--- src/rtl/idexe_stage_reg_if.sv ---
// ID->EXE stage bus: decoded instruction payload in (id_*), registered payload out (exe_*).
// master = decoder side driving ID fields, slave = the stage register itself.
interface idexe_stage_reg_if #(
  parameter int DATA_W   = 32,
  parameter int NUM_OPND = 2,
  parameter int CTRL_W   = 16
);
  logic                     id_valid;
  logic [DATA_W-1:0]        id_pc;
  logic [NUM_OPND*DATA_W-1:0] id_opnd;
  logic [NUM_OPND*5-1:0]    id_rs_addr;
  logic [4:0]               id_rd_addr;
  logic [DATA_W-1:0]        id_imm;
  logic [CTRL_W-1:0]        id_ctrl;

  logic                     exe_valid;
  logic [DATA_W-1:0]        exe_pc;
  logic [NUM_OPND*DATA_W-1:0] exe_opnd;
  logic [NUM_OPND*5-1:0]    exe_rs_addr;
  logic [4:0]               exe_rd_addr;
  logic [DATA_W-1:0]        exe_imm;
  logic [CTRL_W-1:0]        exe_ctrl;

  modport master (
    output id_valid, id_pc, id_opnd, id_rs_addr, id_rd_addr, id_imm, id_ctrl,
    input  exe_valid, exe_pc, exe_opnd, exe_rs_addr, exe_rd_addr, exe_imm, exe_ctrl
  );

  modport slave (
    input  id_valid, id_pc, id_opnd, id_rs_addr, id_rd_addr, id_imm, id_ctrl,
    output exe_valid, exe_pc, exe_opnd, exe_rs_addr, exe_rd_addr, exe_imm, exe_ctrl
  );
endinterface

--- src/rtl/idexe_stage_reg.sv ---
// ID->EXE pipeline register with stall/flush, stall watchdog and optional performance
// counters (enabled by defining IDEXE_PERF_CNT_EN; otherwise counter outputs read 0).
module idexe_stage_reg #(
  parameter int DATA_W    = 32,
  parameter int NUM_OPND  = 2,
  parameter int CTRL_W    = 16,
  parameter int CNT_W     = 64,
  parameter int STALL_MAX = 255
) (
  input  logic             clk,
  input  logic             reset,
  idexe_stage_reg_if.slave bus,
  input  logic             stall,
  input  logic             flush,
  input  logic             retire,
  input  logic             cnt_clr,
  output logic [CNT_W-1:0] cyc_cnt,
  output logic [CNT_W-1:0] instret_cnt,
  output logic [CNT_W-1:0] stall_cnt,
  output logic [CNT_W-1:0] flush_cnt,
  output logic             stall_err
);
  localparam int          RS_W    = NUM_OPND * 5;
  localparam logic [15:0] RUN_MAX = 16'(STALL_MAX);

  genvar gi;

  logic stalled;     // a genuine hold cycle; flush overrides stall
  logic advance;     // EXE contents change this edge (load or bubble)
  logic take;        // a real instruction enters EXE
  logic flush_kill;  // flush discarded something that would otherwise be valid

  assign stalled    = stall & ~flush;
  assign advance    = flush | ~stall;
  assign take       = ~flush & ~stall & bus.id_valid;
  assign flush_kill = flush & (stall | bus.id_valid);

  logic              valid_reg;
  logic [DATA_W-1:0] pc_reg;
  logic [DATA_W-1:0] imm_reg;
  logic [RS_W-1:0]   rs_reg;
  logic [4:0]        rd_reg;
  logic [CTRL_W-1:0] ctrl_reg;

  // Anything that is not a taken load becomes an all-zero bubble, so exe_ctrl=0 is a NOP.
  always_ff @(posedge clk or posedge reset) begin
    if (reset) begin
      valid_reg <= 1'b0;
      pc_reg    <= '0;
      imm_reg   <= '0;
      rs_reg    <= '0;
      rd_reg    <= '0;
      ctrl_reg  <= '0;
    end else if (advance) begin
      valid_reg <= take;
      pc_reg    <= take ? bus.id_pc      : '0;
      imm_reg   <= take ? bus.id_imm     : '0;
      rs_reg    <= take ? bus.id_rs_addr : '0;
      rd_reg    <= take ? bus.id_rd_addr : '0;
      ctrl_reg  <= take ? bus.id_ctrl    : '0;
    end
  end

  generate
    for (gi = 0; gi < NUM_OPND; gi++) begin : g_opnd
      logic [DATA_W-1:0] opnd_reg;
      always_ff @(posedge clk or posedge reset) begin
        if (reset)
          opnd_reg <= '0;
        else if (advance)
          opnd_reg <= take ? bus.id_opnd[gi*DATA_W +: DATA_W] : '0;
      end
      assign bus.exe_opnd[gi*DATA_W +: DATA_W] = opnd_reg;
    end
  endgenerate

  assign bus.exe_valid   = valid_reg;
  assign bus.exe_pc      = pc_reg;
  assign bus.exe_imm     = imm_reg;
  assign bus.exe_rs_addr = rs_reg;
  assign bus.exe_rd_addr = rd_reg;
  assign bus.exe_ctrl    = ctrl_reg;

  logic [15:0] run_reg;
  logic [15:0] run_next;
  logic        stall_err_reg;
  logic        stall_err_next;

  // Run length saturates at the limit; the error flag is sticky until cnt_clr.
  always_comb begin
    run_next       = '0;
    stall_err_next = stall_err_reg;
    if (cnt_clr) begin
      run_next       = '0;
      stall_err_next = 1'b0;
    end else if (stalled) begin
      run_next = (run_reg == RUN_MAX) ? run_reg : run_reg + 16'd1;
      if (run_next == RUN_MAX)
        stall_err_next = 1'b1;
    end
  end

  always_ff @(posedge clk or posedge reset) begin
    if (reset) begin
      run_reg       <= '0;
      stall_err_reg <= 1'b0;
    end else begin
      run_reg       <= run_next;
      stall_err_reg <= stall_err_next;
    end
  end

  assign stall_err = stall_err_reg;

`ifdef IDEXE_PERF_CNT_EN
  logic [3:0] cnt_inc;
  assign cnt_inc = {flush_kill, stalled, retire, 1'b1};

  generate
    for (gi = 0; gi < 4; gi++) begin : g_cnt
      logic [CNT_W-1:0] cnt_reg;
      always_ff @(posedge clk or posedge reset) begin
        if (reset)
          cnt_reg <= '0;
        else if (cnt_clr)
          cnt_reg <= '0;
        else if (cnt_inc[gi])
          cnt_reg <= cnt_reg + CNT_W'(1);
      end
    end
  endgenerate

  assign cyc_cnt     = g_cnt[0].cnt_reg;
  assign instret_cnt = g_cnt[1].cnt_reg;
  assign stall_cnt   = g_cnt[2].cnt_reg;
  assign flush_cnt   = g_cnt[3].cnt_reg;
`else
  logic unused_perf;
  assign unused_perf = retire ^ flush_kill;

  assign cyc_cnt     = '0;
  assign instret_cnt = '0;
  assign stall_cnt   = '0;
  assign flush_cnt   = '0;
`endif

endmodule
--- src/flat_wrapper.sv ---
// flat-port wrapper written by rule: the top's interface ports become plain ports
module idexe_stage_reg_flat 
#(
  parameter int DATA_W    = 32,
  parameter int NUM_OPND  = 2,
  parameter int CTRL_W    = 16,
  parameter int CNT_W     = 64,
  parameter int STALL_MAX = 255
)
  (clk, reset, stall, flush, retire, cnt_clr, cyc_cnt, instret_cnt, stall_cnt, flush_cnt, stall_err, bus_id_valid, bus_id_pc, bus_id_opnd, bus_id_rs_addr, bus_id_rd_addr, bus_id_imm, bus_id_ctrl, bus_exe_valid, bus_exe_pc, bus_exe_opnd, bus_exe_rs_addr, bus_exe_rd_addr, bus_exe_imm, bus_exe_ctrl);
  idexe_stage_reg_if #(.DATA_W(DATA_W), .NUM_OPND(NUM_OPND), .CTRL_W(CTRL_W)) bus_i ();
  input  logic clk;
  input  logic reset;
  input  logic stall;
  input  logic flush;
  input  logic retire;
  input  logic cnt_clr;
  output logic [CNT_W-1:0] cyc_cnt;
  output logic [CNT_W-1:0] instret_cnt;
  output logic [CNT_W-1:0] stall_cnt;
  output logic [CNT_W-1:0] flush_cnt;
  output logic stall_err;
  input wire logic [$bits(bus_i.id_valid)-1:0] bus_id_valid;
  input wire logic [$bits(bus_i.id_pc)-1:0] bus_id_pc;
  input wire logic [$bits(bus_i.id_opnd)-1:0] bus_id_opnd;
  input wire logic [$bits(bus_i.id_rs_addr)-1:0] bus_id_rs_addr;
  input wire logic [$bits(bus_i.id_rd_addr)-1:0] bus_id_rd_addr;
  input wire logic [$bits(bus_i.id_imm)-1:0] bus_id_imm;
  input wire logic [$bits(bus_i.id_ctrl)-1:0] bus_id_ctrl;
  output wire logic [$bits(bus_i.exe_valid)-1:0] bus_exe_valid;
  output wire logic [$bits(bus_i.exe_pc)-1:0] bus_exe_pc;
  output wire logic [$bits(bus_i.exe_opnd)-1:0] bus_exe_opnd;
  output wire logic [$bits(bus_i.exe_rs_addr)-1:0] bus_exe_rs_addr;
  output wire logic [$bits(bus_i.exe_rd_addr)-1:0] bus_exe_rd_addr;
  output wire logic [$bits(bus_i.exe_imm)-1:0] bus_exe_imm;
  output wire logic [$bits(bus_i.exe_ctrl)-1:0] bus_exe_ctrl;
  assign bus_i.id_valid = bus_id_valid;
  assign bus_i.id_pc = bus_id_pc;
  assign bus_i.id_opnd = bus_id_opnd;
  assign bus_i.id_rs_addr = bus_id_rs_addr;
  assign bus_i.id_rd_addr = bus_id_rd_addr;
  assign bus_i.id_imm = bus_id_imm;
  assign bus_i.id_ctrl = bus_id_ctrl;
  assign bus_exe_valid = bus_i.exe_valid;
  assign bus_exe_pc = bus_i.exe_pc;
  assign bus_exe_opnd = bus_i.exe_opnd;
  assign bus_exe_rs_addr = bus_i.exe_rs_addr;
  assign bus_exe_rd_addr = bus_i.exe_rd_addr;
  assign bus_exe_imm = bus_i.exe_imm;
  assign bus_exe_ctrl = bus_i.exe_ctrl;
  idexe_stage_reg #(.DATA_W(DATA_W), .NUM_OPND(NUM_OPND), .CTRL_W(CTRL_W), .CNT_W(CNT_W), .STALL_MAX(STALL_MAX)) u_core (.clk(clk), .reset(reset), .bus(bus_i), .stall(stall), .flush(flush), .retire(retire), .cnt_clr(cnt_clr), .cyc_cnt(cyc_cnt), .instret_cnt(instret_cnt), .stall_cnt(stall_cnt), .flush_cnt(flush_cnt), .stall_err(stall_err));
endmodule
--- config.mk ---
export PLATFORM = sky130hd
export DESIGN_NAME = idexe_stage_reg_flat
export DESIGN_NICKNAME = d
export VERILOG_FILES = /design/src/rtl/idexe_stage_reg_if.sv /design/src/rtl/idexe_stage_reg.sv /design/src/flat_wrapper.sv
export SDC_FILE = /design/constraint.sdc
export NUM_CORES = 1
export LEC_CHECK = 0
export ABC_AREA = 1
export ABC_CLOCK_PERIOD_IN_PS = 8800
export BUFFER_PORTS_ARGS = -buffer_cell sky130_fd_sc_hd__buf_2
export CORE_AREA = 2 2 227 229
export CTS_CLUSTER_SIZE = 16
export DETAILED_ROUTE_END_ITERATION = 8
export DIE_AREA = 0 0 229 231
export PLACE_DENSITY = 0.41
export SLEW_MARGIN = 10
export SYNTH_ARGS = -nofsm -noshare
export SYNTH_HDL_FRONTEND = slang
export SYNTH_SLANG_ARGS = --single-unit
--- constraint.sdc ---
create_clock -name clk -period 8.8 [get_ports clk]
set_clock_uncertainty 0.1 [all_clocks]
set_input_delay 2.64 -clock clk [delete_from_list [all_inputs] [get_ports clk]]
set_output_delay 2.64 -clock clk [all_outputs]
set_load 0.1 [all_outputs]
# --- Yosys cells after proc, flatten, opt, wreduce, memory -nomap -nowiden ---
# Cells that the tools add are included.
word_totals:
  regBits: 177
  inputBits: 166
  output_inout_bits: 417
  elab_cells: 35
op_classes:
  addsub: 1
  n_eq_ne: 2
  muxes: 13
  bitwise: 6
  n_reduce_logical: 3
ops:
  columns: ["op", "count"]
  rows:
  - ["32-bit two-way mux", 4]
  - ["16-bit two-way mux", 4]
  - ["16-bit by 8-bit == test with 1-bit output, second input constant", 2]
  - ["16-bit by 1-bit adder with 16-bit output, second input constant", 1]
  - ["10-bit two-way mux", 1]
  - ["5-bit two-way mux", 1]
  - ["2-bit nonzero test", 2]
  - ["1-bit AND", 3]
  - ["1-bit two-way mux", 3]
  - ["1-bit NOT", 2]
  - ["2-bit AND reduction", 1]
  - ["1-bit bitwise OR", 1]

# --- Depth between registers and ports, before layout ---
logic_depth:
  ltp_word: 6
  ltp_mapped: 12

# --- Worst setup path before layout ---
# No wires, ideal clock.
synth_timing:
  kind: "input -> register"
  from: "in stall"
  to: "reg u_core.ctrl_reg[0], in the netlist u_core.bus.exe_ctrl[0]"
  setup_time_ns: 0.072
  arrival_ns: 3.605
  slack_ns: 5.023
  stages: 5
  cell_sequence: "inv_1 nor2_1 buf_2 clkbuf_1 a32o_1"
synth_via:
  elab_chain_len: 4
  word_cells_on_any_way: 5
  classes_between: "mux (1); bitwise (4)"
synth_lines:
  columns: ["item", "line", "text"]
  rows:
  - ["from (decl)", "flat_wrapper.sv:14", "input logic stall;"]
  - ["1-bit NOT (*)", "idexe_stage_reg.sv:34, idexe_stage_reg.sv:35", null]
  - ["1-bit AND (2 in a row)", "idexe_stage_reg.sv:35", "assign take = ~flush & ~stall & bus.id_valid;"]
  - ["16-bit two-way mux", "idexe_stage_reg.sv:60", "ctrl_reg <= take ? bus.id_ctrl : '0;"]
  - ["to (signal assigned)", "idexe_stage_reg.sv:60", null]
  - ["to (decl)", "idexe_stage_reg.sv:43", "logic [CTRL_W-1:0] ctrl_reg;"]
# Every way passes the cells marked *; elsewhere a longest branch is shown, timed or not.
# A chain may end at the register's enable or synchronous reset.

# --- Worst setup path after layout ---
layout_timing:
  from: "in bus_id_valid"
  to: "reg u_core.pc_reg[2], in the netlist u_core.bus.exe_pc[2]"
layout_via:
  elab_chain_len: 2
layout_lines:
  columns: ["item", "line", "text"]
  rows:
  - ["from (decl)", "flat_wrapper.sv:23", "input wire logic [$bits(bus_i.id_valid)-1:0] bus_id_valid;"]
  - ["1-bit AND", "idexe_stage_reg.sv:35", null]
  - ["32-bit two-way mux", "idexe_stage_reg.sv:56", "pc_reg <= take ? bus.id_pc : '0;"]
  - ["to (signal assigned)", "idexe_stage_reg.sv:56", null]
  - ["to (decl)", "idexe_stage_reg.sv:39", "logic [DATA_W-1:0] pc_reg;"]
# No other way between the ends.

==> impl_metrics.ini <==
[run_status]
status = finished clean

[synthesis]
yosysTopAreaCell = dfrtp_1
async_reset_ff_frac = 1.00
yosys.cell_count.top_type = buf_4
synth-edff-count = 0
seq_area_frac_synth = 0.501
synth-seq-cells = 177
synth_commonest_cells = buf_4, dfrtp_1, a32o_1, nand2_1, clkbuf_1
syn_inst = 788
yosysWarningCount = 0
syn_avg_cell_area_um2 = 11.2
ys.flop_type = dfrtp_1
synth_top_area_frac = 0.501
synthTopCellsByArea = dfrtp_1, buf_4, a32o_1
ys_types = 28
syn_area_um2 = 8840

[power_and_ir_drop]
power.leakage_nw = 5.68
p_per_area_nw_per_um2 = 231
ir_worst_vdd_mv = 0.120

[setup_path]
reg2regPathDepth = 11
crit_fanout = 86
endpoint_kind = register
worstPathRequired_ps = 9110
r2r_slack_ps = 6780
cp-startpoint = bus_id_valid
worstSetupPathType = in -> reg
cp.arrival_ps = 4630
critPathLaunchType = input pin
r2r-end = u_core.stall_err$_DFFE_PP0P_
r2r_start = u_core.run_reg[1]$_DFF_PP0_

[final_layout]
drive_above_1_share = 0.346
design_area_um2 = 10800
nets = 1249
nFillCells = 5588
area_growth_pct = 22.4
largest_reg_flops = 64

[cts]
insertion_delay_ps = 470
cts_htree_levels = 4
ctsLongestPathBuffers = 2
cts_resized = 0
clock_sink_count = 177
cts_root_buf = clkbuf_16
cts_setup_buffers = 0
cts_buffers = 17
cts_tree = done
path_clk_slew_ps = 70
cts.hold.buffers_added = 0

[detailed_routing]
drt_wl_total_um = 25100
ant_nets = 0
drtIter0Drc = 308
wl_per_cell_um = 14.1
via_per_inst = 3.68
post-route-drc-count = 0
firstDrtPassIters = 4
vias = 6536

[placement]
io_buffer_count = 325
gp_congestion = 0.722
hpwlAfterDp_um = 17000
place_area_um2 = 10200

[hold_path]
whs_path_depth = 2
hold_end = u_core.bus.exe_valid$_DFFE_PP0N_
hold_path_class = reg -> reg
hold_path_startpoint = u_core.bus.exe_valid$_DFFE_PP0N_

[floorplanning]
start_util = 0.174
io_pins = 583
core_um2 = 50700
die-area_um2 = 52900
die_width_um = 229
row_count = 83
die_h_um = 231

[timing]
min_period_over_period = 0.491
finalSetupViolCount = 0
tns_ps = 0
hold_viol = 0
grt_setup_unrepaired = no
fmaxAchievable_mhz = 232
slew-limit-headroom = 0.339
worst_hold_slack_ps = 376
slew_violations = 0
finalCriticalPeriod_ps = 4320
tightest_slew_ps = 992

[grt]
grt_max_degree = 161
antenna_found_initial = 3
overflow = 0
grt_pass1_wl_um = 37200
track_usage = 0.0928
first_global_vias = 6102

[run]
max-cap-violations = 0
cells in the final DEF (no fill, tap or decap), drive strengths merged:
cell / n
xnor2: 3
o21ai: 2
inv: 32
nor2: 32
ha: 1
bufinv: 1
nand4: 4
diode: 2
conb: 256
nand3b: 1
nor3: 3
clkbuf: 19
a32o: 159
clkinv: 5
nand3: 12
o21bai: 1
nand2: 46
buf: 330
dfrtp: 177
xor2: 4
a21oi: 7
cell families (layout without fill, tap and decap cells):
kind of cell	Yosys count	in the layout	synth area share
AND/OR/NAND/NOR	98	98	0.0507
AO/OA/AOI/OAI	169	169	0.187
adder cells (fa/ha/maj)	1	1	0.00141
flip-flops	177	177	0.501
other	1	258	0.000424
buffers and inverters	335	387	0.253
XOR/XNOR	7	7	0.00693
layer usage:
| metal | vias to the layer above | part of all wire | GRT usage |
|---|---|---|---|
| met5 | - | 0.00044 | 0 |
| met3 | 35 | 0.11 | 0.0463 |
| met2 | 380 | 0.48 | 0.147 |
| met4 | 2 | 0.025 | 0.0420 |
| met1 | 3210 | 0.38 | 0.105 |
| li1 | 2909 | - | - |
per-stage QoR:
stage	power [mW]	util	setup slack, ps	std cells
global route	2.60	0.213	4380	1775
detailed placement	1.72	0.201	4040	1743
global placement	1.71	0.201	4020	1743
finish	2.50	0.214	4480	1777
floorplan	1.70	-	1260	1043
CTS	2.55	0.213	4580	1775
cell type report:
cell class / instances / area [µm²] / area share
clock inverter: 13 / 163 / 0.0150
sequential: 177 / 4430 / 0.409
tap: 680 / 851 / 0.0786
timing repair buffer: 330 / 1680 / 0.155
clock buffer: 19 / 443 / 0.0409
inverter: 25 / 101 / 0.00937
antenna: 2 / 5.00 / 0.000463
multi-input combinational: 531 / 3150 / 0.291
power breakdown:
group / internal (mW) / total [mW] / switching (mW)
Combinational: 0.0686 / 0.841 / 0.773
Clock: 0.415 / 0.807 / 0.392
Sequential: 0.840 / 0.856 / 0.0155
Total: 1.32 / 2.50 / 1.18
worst max-delay path: stages:
cell    delay, ps
buf_4         670
buf_4         860
a32o_1        280
worst max-delay path by stage:
stage / to / slack, ps / depth (start not counted)
global route: u_core.bus.exe_pc[2]$_DFFE_PP0N_ / 4380 / 3
finish: u_core.bus.exe_pc[2]$_DFFE_PP0N_ / 4480 / 3
global placement: u_core.bus.exe_pc[18]$_DFFE_PP0N_ / 4020 / 3
detailed placement: u_core.bus.exe_pc[21]$_DFFE_PP0N_ / 4040 / 3
CTS: u_core.g_opnd[1].opnd_reg[18]$_DFFE_PP0N_ / 4580 / 3
floorplan: u_core.bus.exe_ctrl[0]$_DFFE_PP0N_ / 1260 / 1
Note: power is estimated with default switching activity, not from simulation.
